[config.mk]
export PLATFORM = sky130hd
export DESIGN_NAME = chacha_qr_host
export DESIGN_NICKNAME = d
export VERILOG_FILES = /design/src/rtl/chacha_qr_pkg.sv /design/src/rtl/chacha_qr_host.sv
export SDC_FILE = /design/constraint.sdc
export NUM_CORES = 1
export LEC_CHECK = 0
export CAP_MARGIN = 20
export CORE_UTILIZATION = 35
export DETAILED_ROUTE_END_ITERATION = 6
export PLACE_DENSITY = 0.71
export SYNTH_ARGS = -nofsm -noshare
export SYNTH_HDL_FRONTEND = slang
export SYNTH_SLANG_ARGS = --single-unit
[constraint.sdc]
create_clock -name clk -period 12.85 [get_ports clk]
set_input_delay 1.9275 -clock clk [delete_from_list [all_inputs] [get_ports clk]]
set_output_delay 1.9275 -clock clk [all_outputs]
set_load 0.03 [all_outputs]
[src/rtl/chacha_qr_pkg.sv]
// chacha_qr_pkg: shared state encoding and tile pin_ctrl layout for the quarter-round host
package chacha_qr_pkg;
  typedef enum logic [2:0] {IDLE, LOAD, GO, SETTLE, WAIT, READ, DONE} state_t;
  localparam int CTRL_WR = 0;
  localparam int CTRL_RD = 1;
  localparam int CTRL_SEL_LSB = 2;
  localparam int CTRL_BYTE_LSB = 4;
  localparam int CTRL_GO = 6;
  localparam int WORD_A = 0;
  localparam int WORD_B = 1;
  localparam int WORD_C = 2;
  localparam int WORD_D = 3;
  function automatic logic [7:0] sel_bits(input logic [3:0] idx);
    logic [7:0] c;
    c = '0;
    c[CTRL_SEL_LSB +: 2] = idx[3:2];
    c[CTRL_BYTE_LSB +: 2] = idx[1:0];
    return c;
  endfunction
endpackage

[src/rtl/chacha_qr_host.sv]
// chacha_qr_host: serializes a quarter-round request onto the tile byte pins and collects the result
module chacha_qr_host
  import chacha_qr_pkg::*;
#(
  parameter int TIMEOUT_CYCLES = 1024,
  parameter int SETTLE_CYCLES = 2
) (
  input  logic        clk,
  input  logic        rst,
  input  logic        in_valid,
  output logic        in_ready,
  input  logic [31:0] in_a,
  input  logic [31:0] in_b,
  input  logic [31:0] in_c,
  input  logic [31:0] in_d,
  output logic        out_valid,
  input  logic        out_ready,
  output logic [31:0] out_a,
  output logic [31:0] out_b,
  output logic [31:0] out_c,
  output logic [31:0] out_d,
  output logic        out_err,
  output logic [7:0]  pin_data,
  output logic [7:0]  pin_ctrl,
  input  logic [7:0]  pin_result,
  input  logic        pin_busy
);
  localparam int CW = $clog2(TIMEOUT_CYCLES + SETTLE_CYCLES + 32);
  localparam logic [CW-1:0] T_LAST = CW'(TIMEOUT_CYCLES - 1);
  localparam logic [CW-1:0] S_LAST = CW'(SETTLE_CYCLES - 1);
  localparam logic [CW-1:0] L_LAST = CW'(15);
  localparam logic [CW-1:0] R_LAST = CW'(16);
  localparam logic [7:0] WR_M = 8'(1 << CTRL_WR);
  localparam logic [7:0] RD_M = 8'(1 << CTRL_RD);
  localparam logic [7:0] GO_M = 8'(1 << CTRL_GO);
  state_t state, state_d;
  logic [CW-1:0] cnt, cnt_d;
  logic [127:0] sr, sr_d, res, res_d;
  logic err, err_d;
  logic [7:0] pin_data_d, pin_ctrl_d;
  assign in_ready = state == IDLE && !rst;
  assign out_valid = state == DONE;
  assign out_err = err;
  assign out_a = res[WORD_A*32 +: 32];
  assign out_b = res[WORD_B*32 +: 32];
  assign out_c = res[WORD_C*32 +: 32];
  assign out_d = res[WORD_D*32 +: 32];
  always_comb begin
    state_d = state;
    cnt_d = cnt;
    sr_d = sr;
    res_d = res;
    err_d = err;
    case (state)
      IDLE: if (in_valid) begin
        state_d = LOAD;
        sr_d = {in_d, in_c, in_b, in_a};
        cnt_d = '0;
      end
      LOAD: begin
        sr_d = sr >> 8;
        cnt_d = cnt == L_LAST ? '0 : cnt + 1'b1;
        state_d = cnt == L_LAST ? GO : LOAD;
      end
      GO: begin
        state_d = SETTLE;
        cnt_d = '0;
      end
      SETTLE: begin
        cnt_d = cnt == S_LAST ? '0 : cnt + 1'b1;
        state_d = cnt == S_LAST ? WAIT : SETTLE;
      end
      WAIT: begin
        // a falling busy takes priority over a timeout expiring in the same cycle
        if (!pin_busy) begin
          state_d = READ;
          cnt_d = '0;
        end else if (cnt == T_LAST) begin
          state_d = DONE;
          err_d = 1'b1;
          res_d = '0;
        end else cnt_d = cnt + 1'b1;
      end
      READ: begin
        // uo_out lags RD by one cycle, so byte k lands while byte k+1 is requested
        res_d = cnt != '0 ? {pin_result, res[127:8]} : res;
        cnt_d = cnt + 1'b1;
        state_d = cnt == R_LAST ? DONE : READ;
        err_d = cnt == R_LAST ? 1'b0 : err;
      end
      DONE: state_d = out_ready ? IDLE : DONE;
      default: state_d = IDLE;
    endcase
    pin_data_d = state_d == LOAD ? sr_d[7:0] : '0;
    pin_ctrl_d = state_d == LOAD ? sel_bits(cnt_d[3:0]) | WR_M :
                 state_d == READ && cnt_d < R_LAST ? sel_bits(cnt_d[3:0]) | RD_M :
                 state_d == GO ? GO_M : '0;
  end
  always_ff @(posedge clk or posedge rst) begin
    if (rst) begin
      state <= IDLE;
      cnt <= '0;
      sr <= '0;
      res <= '0;
      err <= 1'b0;
      pin_data <= '0;
      pin_ctrl <= '0;
    end else begin
      state <= state_d;
      cnt <= cnt_d;
      sr <= sr_d;
      res <= res_d;
      err <= err_d;
      pin_data <= pin_data_d;
      pin_ctrl <= pin_ctrl_d;
    end
  end
endmodule

* Yosys cells after proc, flatten, opt, wreduce, memory -nomap -nowiden
Cells that the tools add are included.
** Operators by class
- Add/subtract/negate cells :: 1
- Order comparisons :: 1
- Equality and inequality tests :: 18
- Mux-type cells :: 28
- Reductions and logical operators :: 10
** Operators with widths (number)
- $mux 128 :: 4
- $pmux 128 s2 :: 2
- $pmux 11 s6 :: 1
- $mux 11 :: 5
- $mux 7 :: 3
- $pmux 3 s7 :: 1
- $mux 3 :: 5
- $eq 3x3->1 const B :: 4
- $add 11x1->11 const B :: 1
- $eq 11x1->1 const B :: 1
- $eq 11x10->1 const B :: 1
- $eq 11x4->1 const B :: 1
- $eq 11x5->1 const B :: 1
- $lt 11x5->1 const B :: 1
- $reduce_bool 11->1 :: 1
- $ne 2x2->1 const B :: 5
- $eq 3x2->1 const B :: 3
- $mux 8 :: 1
- $reduce_and 4->1 :: 2
- $eq 3x1->1 const B :: 2
- $mux 2 :: 2
- $reduce_bool 2->1 :: 2
- $logic_not 3->1 :: 1
- $mux 1 :: 3
- other kinds (4) :: 5
** Word-level totals
- Flip-flop bits (word level) :: 286
- Input port bits :: 141
- Logic and storage cells :: 66

* Logic depth before layout (Yosys ltp)
Gate-level depths: netlist of run 1.
- Depth in word-level cells :: 8
- Mapped depth :: 10

* Least setup slack after synthesis of run 1
OpenSTA, ideal clock, no wires.
- Path type :: input port to output port
- From :: in rst
- To :: out in_ready
- Data arrival time :: 2.829 ns
- Required time :: 10.922 ns
- Path slack :: 8.094 ns
- Stages :: 1
- Path through :: nor4_1
** On the way
- Cells in the longest elaborated chain, start to end :: 2
** Ends and longest elaborated chain
- from (decl) :: RTL line chacha_qr_host.sv:9 : input logic rst,
- $logic_not 1->1 (no source line)
- $logic_and 1x1->1 :: RTL line chacha_qr_host.sv:41 : assign in_ready = state == IDLE && !rst;
- to (decl) :: RTL line chacha_qr_host.sv:11 : output logic in_ready,
No other way between the ends.

* Worst setup path after layout of run 1
Same ends and word-level chain as after synthesis.

==> results of run 1 <==
through the flow:
| step | utilization, % | cells | hold WS (ns) | total power, mW |
|---|---|---|---|---|
| finish | 48.6 | 2014 | 0.467 | 2.00 |
| global route | 48.6 | 2014 | 0.497 | 2.07 |
| CTS | 48.4 | 2010 | 0.468 | 2.03 |
| detailed placement | 45.0 | 1949 | 0.454 | 1.03 |
| global placement | 45.0 | 1949 | 0.449 | 1.03 |
| floorplan | - | 1299 | 0.433 | 0.975 |
final cells by class:
type	instances	area (um^2)	area share [%]
sequential	286	7160	43.7
multi-input combinational	907	4450	27.2
timing repair buffer	298	2990	18.3
clock buffer	42	942	5.75
tap	448	561	3.42
clock inverter	19	215	1.31
inverter	12	52.6	0.321
antenna	2	5.00	0.0306
path summary, 6_finish.rpt:
path | endpoint | slack [ns] | depth (start not counted)
worst max register to register | pin_ctrl[3] | 9.41 | 8
min in group asynchronous | state[2] | 2.02 | 2
worst min-delay path | sr[4] | 0.47 | 2
worst min register to register | sr[4] | 0.47 | 2
max in group asynchronous | sr[39] | 8.80 | 5
worst max-delay path | in_ready | 7.52 | 3
routing by layer:
layer,wire (um),global-route usage (%)
met1,15400,26.4
met2,15900,29.4
met3,1330,2.66
met4,1170,7.66
met5,0,0
state kept, by name, indices dropped and copies added (netlist names):
name	cells
cnt	11
out_err	1
pin_ctrl	7
pin_data	8
res	128
sr	128
state	3
cell families after synthesis:
logic type               synth area share (%)
AND/OR/NAND/NOR                          20.4
AO/OA/AOI/OAI                            15.9
flip-flops                               59.5
buffers and inverters                    3.77
adder cells (fa/ha/maj)                 0.312
XOR/XNOR                               0.0728
other                                  0.0312
worst max-delay path, cell delays in order:
cell and delay [ns]:
clkdlybuf4s50_1 0.51, nor4_1 0.24, clkdlybuf4s50_1 0.72
cells in the mapped netlist, types with 4 or more instances:
cell type / count
clkbuf_1: 60
and2_1: 11
buf_1: 7
a21oi_1: 12
nor4_1: 5
a22oi_1: 121
nand2_1: 529
and3_1: 6
nor3_1: 4
nor2_1: 14
nand3_1: 5
dfrtp_1: 286
o21ai_0: 145
buf_2: 23
inv_1: 12
nand4_1: 4
power groups by stage:
stage / sequential [mW] / clock, mW / combinational [mW]
after global placement: 0.949 / 0 / 0.0814
final: 0.934 / 0.984 / 0.0827
after detailed placement: 0.950 / 0 / 0.0832
after CTS: 0.934 / 1.01 / 0.0836
after global routing: 0.936 / 1.04 / 0.0926
after floorplan: 0.946 / 0 / 0.0292
==> summary.txt, run 1 <==
Routing
  • Drt drc: 0
  • Drt total wl: 33.8 mm
  • DR vias: 9984
  • Mean number of vias per cell: 4.96
  • Final ANT Viol Nets: 0
  • Routed WL per cell: 16.8 um
  • DRT iter0 DRCs: 926
  • Pre-antenna DRT Iters: 5

Final layout
  • Synth-to-layout area growth: 36.2%
  • Design Area, Final: 16400 um^2
  • NumNets Final: 1683
  • Commonest non-fill, non-tap cells in the layout: nand2_1, dfrtp_1, clkdlybuf4s50_1
  • Fillers: 3149
  • Layout cells sized above 1: 5.56%
  • Commonest non-fill, non-tap cell in the layout: nand2_1

STA
  • Setup WS post-layout: 7.52 ns
  • Fin Setup TNS: 0 ns
  • RSZ-0062 raised after global routing: no
  • Worst Tran Pin Value: 1.00 ns
  • Fmax achieved: 188 MHz
  • Clock skew: 0.0178 ns
  • Final min period: 5.33 ns
  • Fin. Hold Viols: 0
  • Slew Viols, Final: 0
  • Final setup viols: 0
  • Slew HR: 33.3%
  • Final Cycle Share: 41.5%

Yosys
  • Synth top area cells: dfrtp_1, nand2_1, a22oi_1
  • Post-synth EDFFs: 0
  • Seq/Total Area, Yosys: 59.5%
  • Syn Nets: 1443
  • Seq cells post-synth: 286
  • Share of the synthesized area in the top cell type: 59.5%
  • Yosys top cell by area: dfrtp_1
  • Main synth FF type: dfrtp_1
  • Mapped Cells: 1299
  • Warning count from the yosys run: 0
  • Distinct cells, synth: 58
  • Synth async-reset ratio: 100%
  • Syn Area/Cell: 9.26 um^2
  • Mapped Area: 12000 um^2

Worst setup path
  • Crit Path Max Fanout: 2
  • Worst Setup End Kind: primary output
  • Worst Setup SP: rst
  • Crit path arrival time: 3.40 ns
  • Worst R2R Start: cnt[0]
  • CP Data Required Time: 10.92 ns
  • CP Launch Type: primary input
  • Critical path class: primary input to primary output

Power and ir drop
  • Pwr/cell area: 122 nW/um^2
  • Logic gate share of total power: 4.1%
  • Clock network power share: 49.2%
  • P_int: 1.57 mW
  • VDD IR max: 76.0 uV
  • Sequential Power Share: 46.7%
  • Sw Ratio: 21.4%
  • Psw: 0.428 mW
  • Leak: 7.55 nW

Floorplanning
  • Core box area: 33700 um^2
  • Row cnt: 67
  • Die Area: 35100 um^2
  • Die Ht: 187 um
  • Initial Utilization: 35.7%
  • Die width: 187 um
  • Ports: 288

Clock network
  • CTS tree: done
  • CTS resizes: 0
  • Root cell of the clock tree: clkbuf_16
  • Clock Path Buffers: 3
  • H-tree levels: 2
  • CTS clk-pin slew, worst paths: 0.06 ns
  • # clock sinks: 286
  • Post-CTS Setup Bufs: 0
  • Cts bufs inserted: 34
  • Worst-skew pair later-pin latency: 0.50 ns
  • Hold-fix buffers, CTS: 0

Status
  • Status: finished clean

Job
  • Max Cap Viol: 0

GRT
  • First-pass GRT wire length: 53.6 mm
  • Total global routing overflow: 0
  • Total global-route track usage: 18.9%
  • Antenna violations before repair: 2
  • Vias in the first global route: 9667
  • Largest net degree at the start of global routing: 137

Placed design
  • Pre-CTS WS: 7.53 ns
  • Placed Area: 15200 um^2
  • PortBufs: 286
  • DP Wirelength: 22.3 mm
  • Routability congestion estimate: 0.871

Hold path
  • Min-delay src: sr[4]
  • HP Class: flop to flop
Note: power is estimated with default switching activity, not from simulation.
==> run 2, diff against run 1 <==
==> constraint.sdc (replaced) <==
create_clock -name clk -period 5.6 [get_ports clk]
set_input_delay 0.84 -clock clk [delete_from_list [all_inputs] [get_ports clk]]
set_output_delay 0.84 -clock clk [all_outputs]
set_load 0.03 [all_outputs]
==> summary.txt, run 2 (same netlist as run 1, synthesis figures left out) <==
Job
  • Max Cap Viol: 0 (unchanged)

Routing
  • Mean number of vias per cell: 5.05 (+1.8%)
  • Pre-antenna DRT Iters: 5 (unchanged)
  • Drt drc: 0 (unchanged)
  • DR vias: 10200 (+1.7%)
  • Drt total wl: 34.3 mm (+1.6%)
  • Routed WL per cell: 17.1 um (+1.7%)
  • DRT iter0 DRCs: 892 (-3.7%)
  • Final ANT Viol Nets: 0 (unchanged)

STA
  • Slew HR: 37.9% (+4.5 points)
  • Setup WS post-layout: 2.39 ns (-5.13 ns)
  • Fin Setup TNS: 0 ns (unchanged)
  • Final min period: 3.21 ns
  • Fmax achieved: 311 MHz
  • Final Cycle Share: 57.4%
  • Worst Tran Pin Value: 0.924 ns (-0.0763 ns)
  • Clock skew: 0.00828 ns (-0.00949 ns)
  • Slew Viols, Final: 0 (unchanged)
  • RSZ-0062 raised after global routing: no
  • Fin. Hold Viols: 0 (unchanged)
  • Final setup viols: 0 (unchanged)

Worst setup path
  • Worst Setup End Kind: flop
  • CP cell instances: ha_1 -> nand3_1 -> nor4_1 -> nand3_4 -> buf_4 -> buf_16 -> nand2_1 -> o21ai_0
  • Crit-path max cell delay: 0.84 ns (+0.12 ns)
  • Crit-path leading delay family: simple AND/OR/NAND/NOR gates
  • Crit path max-delay cell type: nor4_1
  • Critical path class: flop to flop
  • WP buf/inv: 2 (unchanged)
  • Crit path arrival time: 3.55 ns (+0.15 ns)
  • CP Data Required Time: 5.94 ns (-4.98 ns)
  • CP Launch Type: flop
  • Crit Path Max Fanout: 73 (+71)

Final layout
  • Biggest regs: res (128), sr (128), cnt (11)
  • Layout cells sized above 1: 5.12% (-0.44 points)
  • Commonest non-fill, non-tap cells in the layout: nand2_1, dfrtp_1, clkdlybuf4s50_1
  • Synth-to-layout area growth: 36.4%
  • NumNets Final: 1683 (unchanged)
  • Commonest non-fill, non-tap cell in the layout: nand2_1

GRT
  • Largest net degree at the start of global routing: 139 (+1.5%)
  • Total global routing overflow: 0 (unchanged)
  • Antenna violations before repair: 3 (+1)
  • Total global-route track usage: 19.3% (+0.46 points)
  • Vias in the first global route: 9925 (+2.7%)
  • First-pass GRT wire length: 54.8 mm (+2.3%)

Clock network
  • Root cell of the clock tree: clkbuf_16
  • Clock Path Buffers: 3 (unchanged)
  • H-tree levels: 2 (unchanged)
  • CTS tree: done
  • Worst-skew pair later-pin latency: 0.50 ns (about the same)
  • CTS clk-pin slew, worst paths: 0.06 ns (about the same)
  • Cts bufs inserted: 35 (+2.9%)
  • Post-CTS Setup Bufs: 0 (unchanged)
  • CTS resizes: 0 (unchanged)
  • Hold-fix buffers, CTS: 0 (unchanged)
  • # clock sinks: 286 (unchanged)

Floorplanning
  • Initial Utilization: 35.7% (unchanged)
  • Core box area: 33700 um^2 (unchanged)
  • Ports: 288 (unchanged)
  • Die Ht: 187 um (unchanged)
  • Die width: 187 um (unchanged)
  • Row cnt: 67 (unchanged)
  • Die Area: 35100 um^2 (unchanged)

Power and ir drop
  • Leak: 7.55 nW (about the same)
  • VDD IR max: 151 uV (+99%)
  • Pwr/cell area: 282 nW/um^2 (+130%)

Placed design
  • PortBufs: 286 (unchanged)
  • DP Wirelength: 22.5 mm (+0.79%)
  • Pre-CTS WS: 2.19 ns (-5.34 ns)
  • Routability congestion estimate: 0.889 (+2.0%)

Status
  • Status: finished clean

Hold path
  • HP Class: flop to flop
-- run 2: through the flow --
stage | std cells | hold slack (ns) | area, um^2 | power [mW] | utilization (%)
after floorplan | 1299 | 0.433 | 12000 | 2.24 | -
after global placement | 1948 | 0.452 | 15200 | 2.37 | 45.1
after detailed placement | 1948 | 0.453 | 15200 | 2.37 | 45.1
after CTS | 2008 | 0.468 | 16300 | 4.68 | 48.5
after global routing | 2013 | 0.487 | 16400 | 4.78 | 48.7
final | 2013 | 0.468 | 16400 | 4.62 | 48.7
-- run 2: where the power goes --
group / switching (mW) / internal [mW]
clock network: 0.875 / 1.41
registers: 0.0283 / 2.12
logic: 0.0827 / 0.107
total: 0.986 / 3.63
-- run 2: layer usage --
metal  track usage [%]  routed length (um)  up-vias
met3              2.68                1520       82
met4              8.16                1410        0
met5                 0                   0        -
met2              30.9               16300      316
li1                  -                   -     4853
met1              26.3               15100     4906
-- run 2: path summary, 6_finish.rpt --
path                        start  endpoint  slack, ns  depth (start not counted)
max reg2reg                cnt[0]    res[5]       2.39                          8
min reg2reg                 sr[6]     sr[6]       0.47                          2
max in group asynchronous     rst  res[126]       3.70                          3
max                        cnt[0]    res[5]       2.39                          8
min                         sr[6]     sr[6]       0.47                          2
min in group asynchronous     rst    cnt[1]       0.78                          2
-- run 2: area by class of cell --
| class | count | area, um^2 |
|---|---|---|
| diodes | 3 | 7.51 |
| clock buffers | 50 | 1020 |
| clock inverters | 10 | 135 |
| fillers | 3151 | 17300 |
| inverters | 12 | 48.8 |
| multi-input cells | 907 | 4450 |
| flip-flops and latches | 286 | 7160 |
| well taps | 448 | 561 |
| repair buffers | 297 | 3020 |
-- run 2: worst register-to-register path, cell delays in order, from the launching register on --
cell	delay, ns
dfrtp_1	0.42
ha_1	0.30
nand3_1	0.20
nor4_1	0.84
nand3_4	0.39
buf_4	0.40
buf_16	0.27
nand2_1	0.16
o21ai_0	0.08
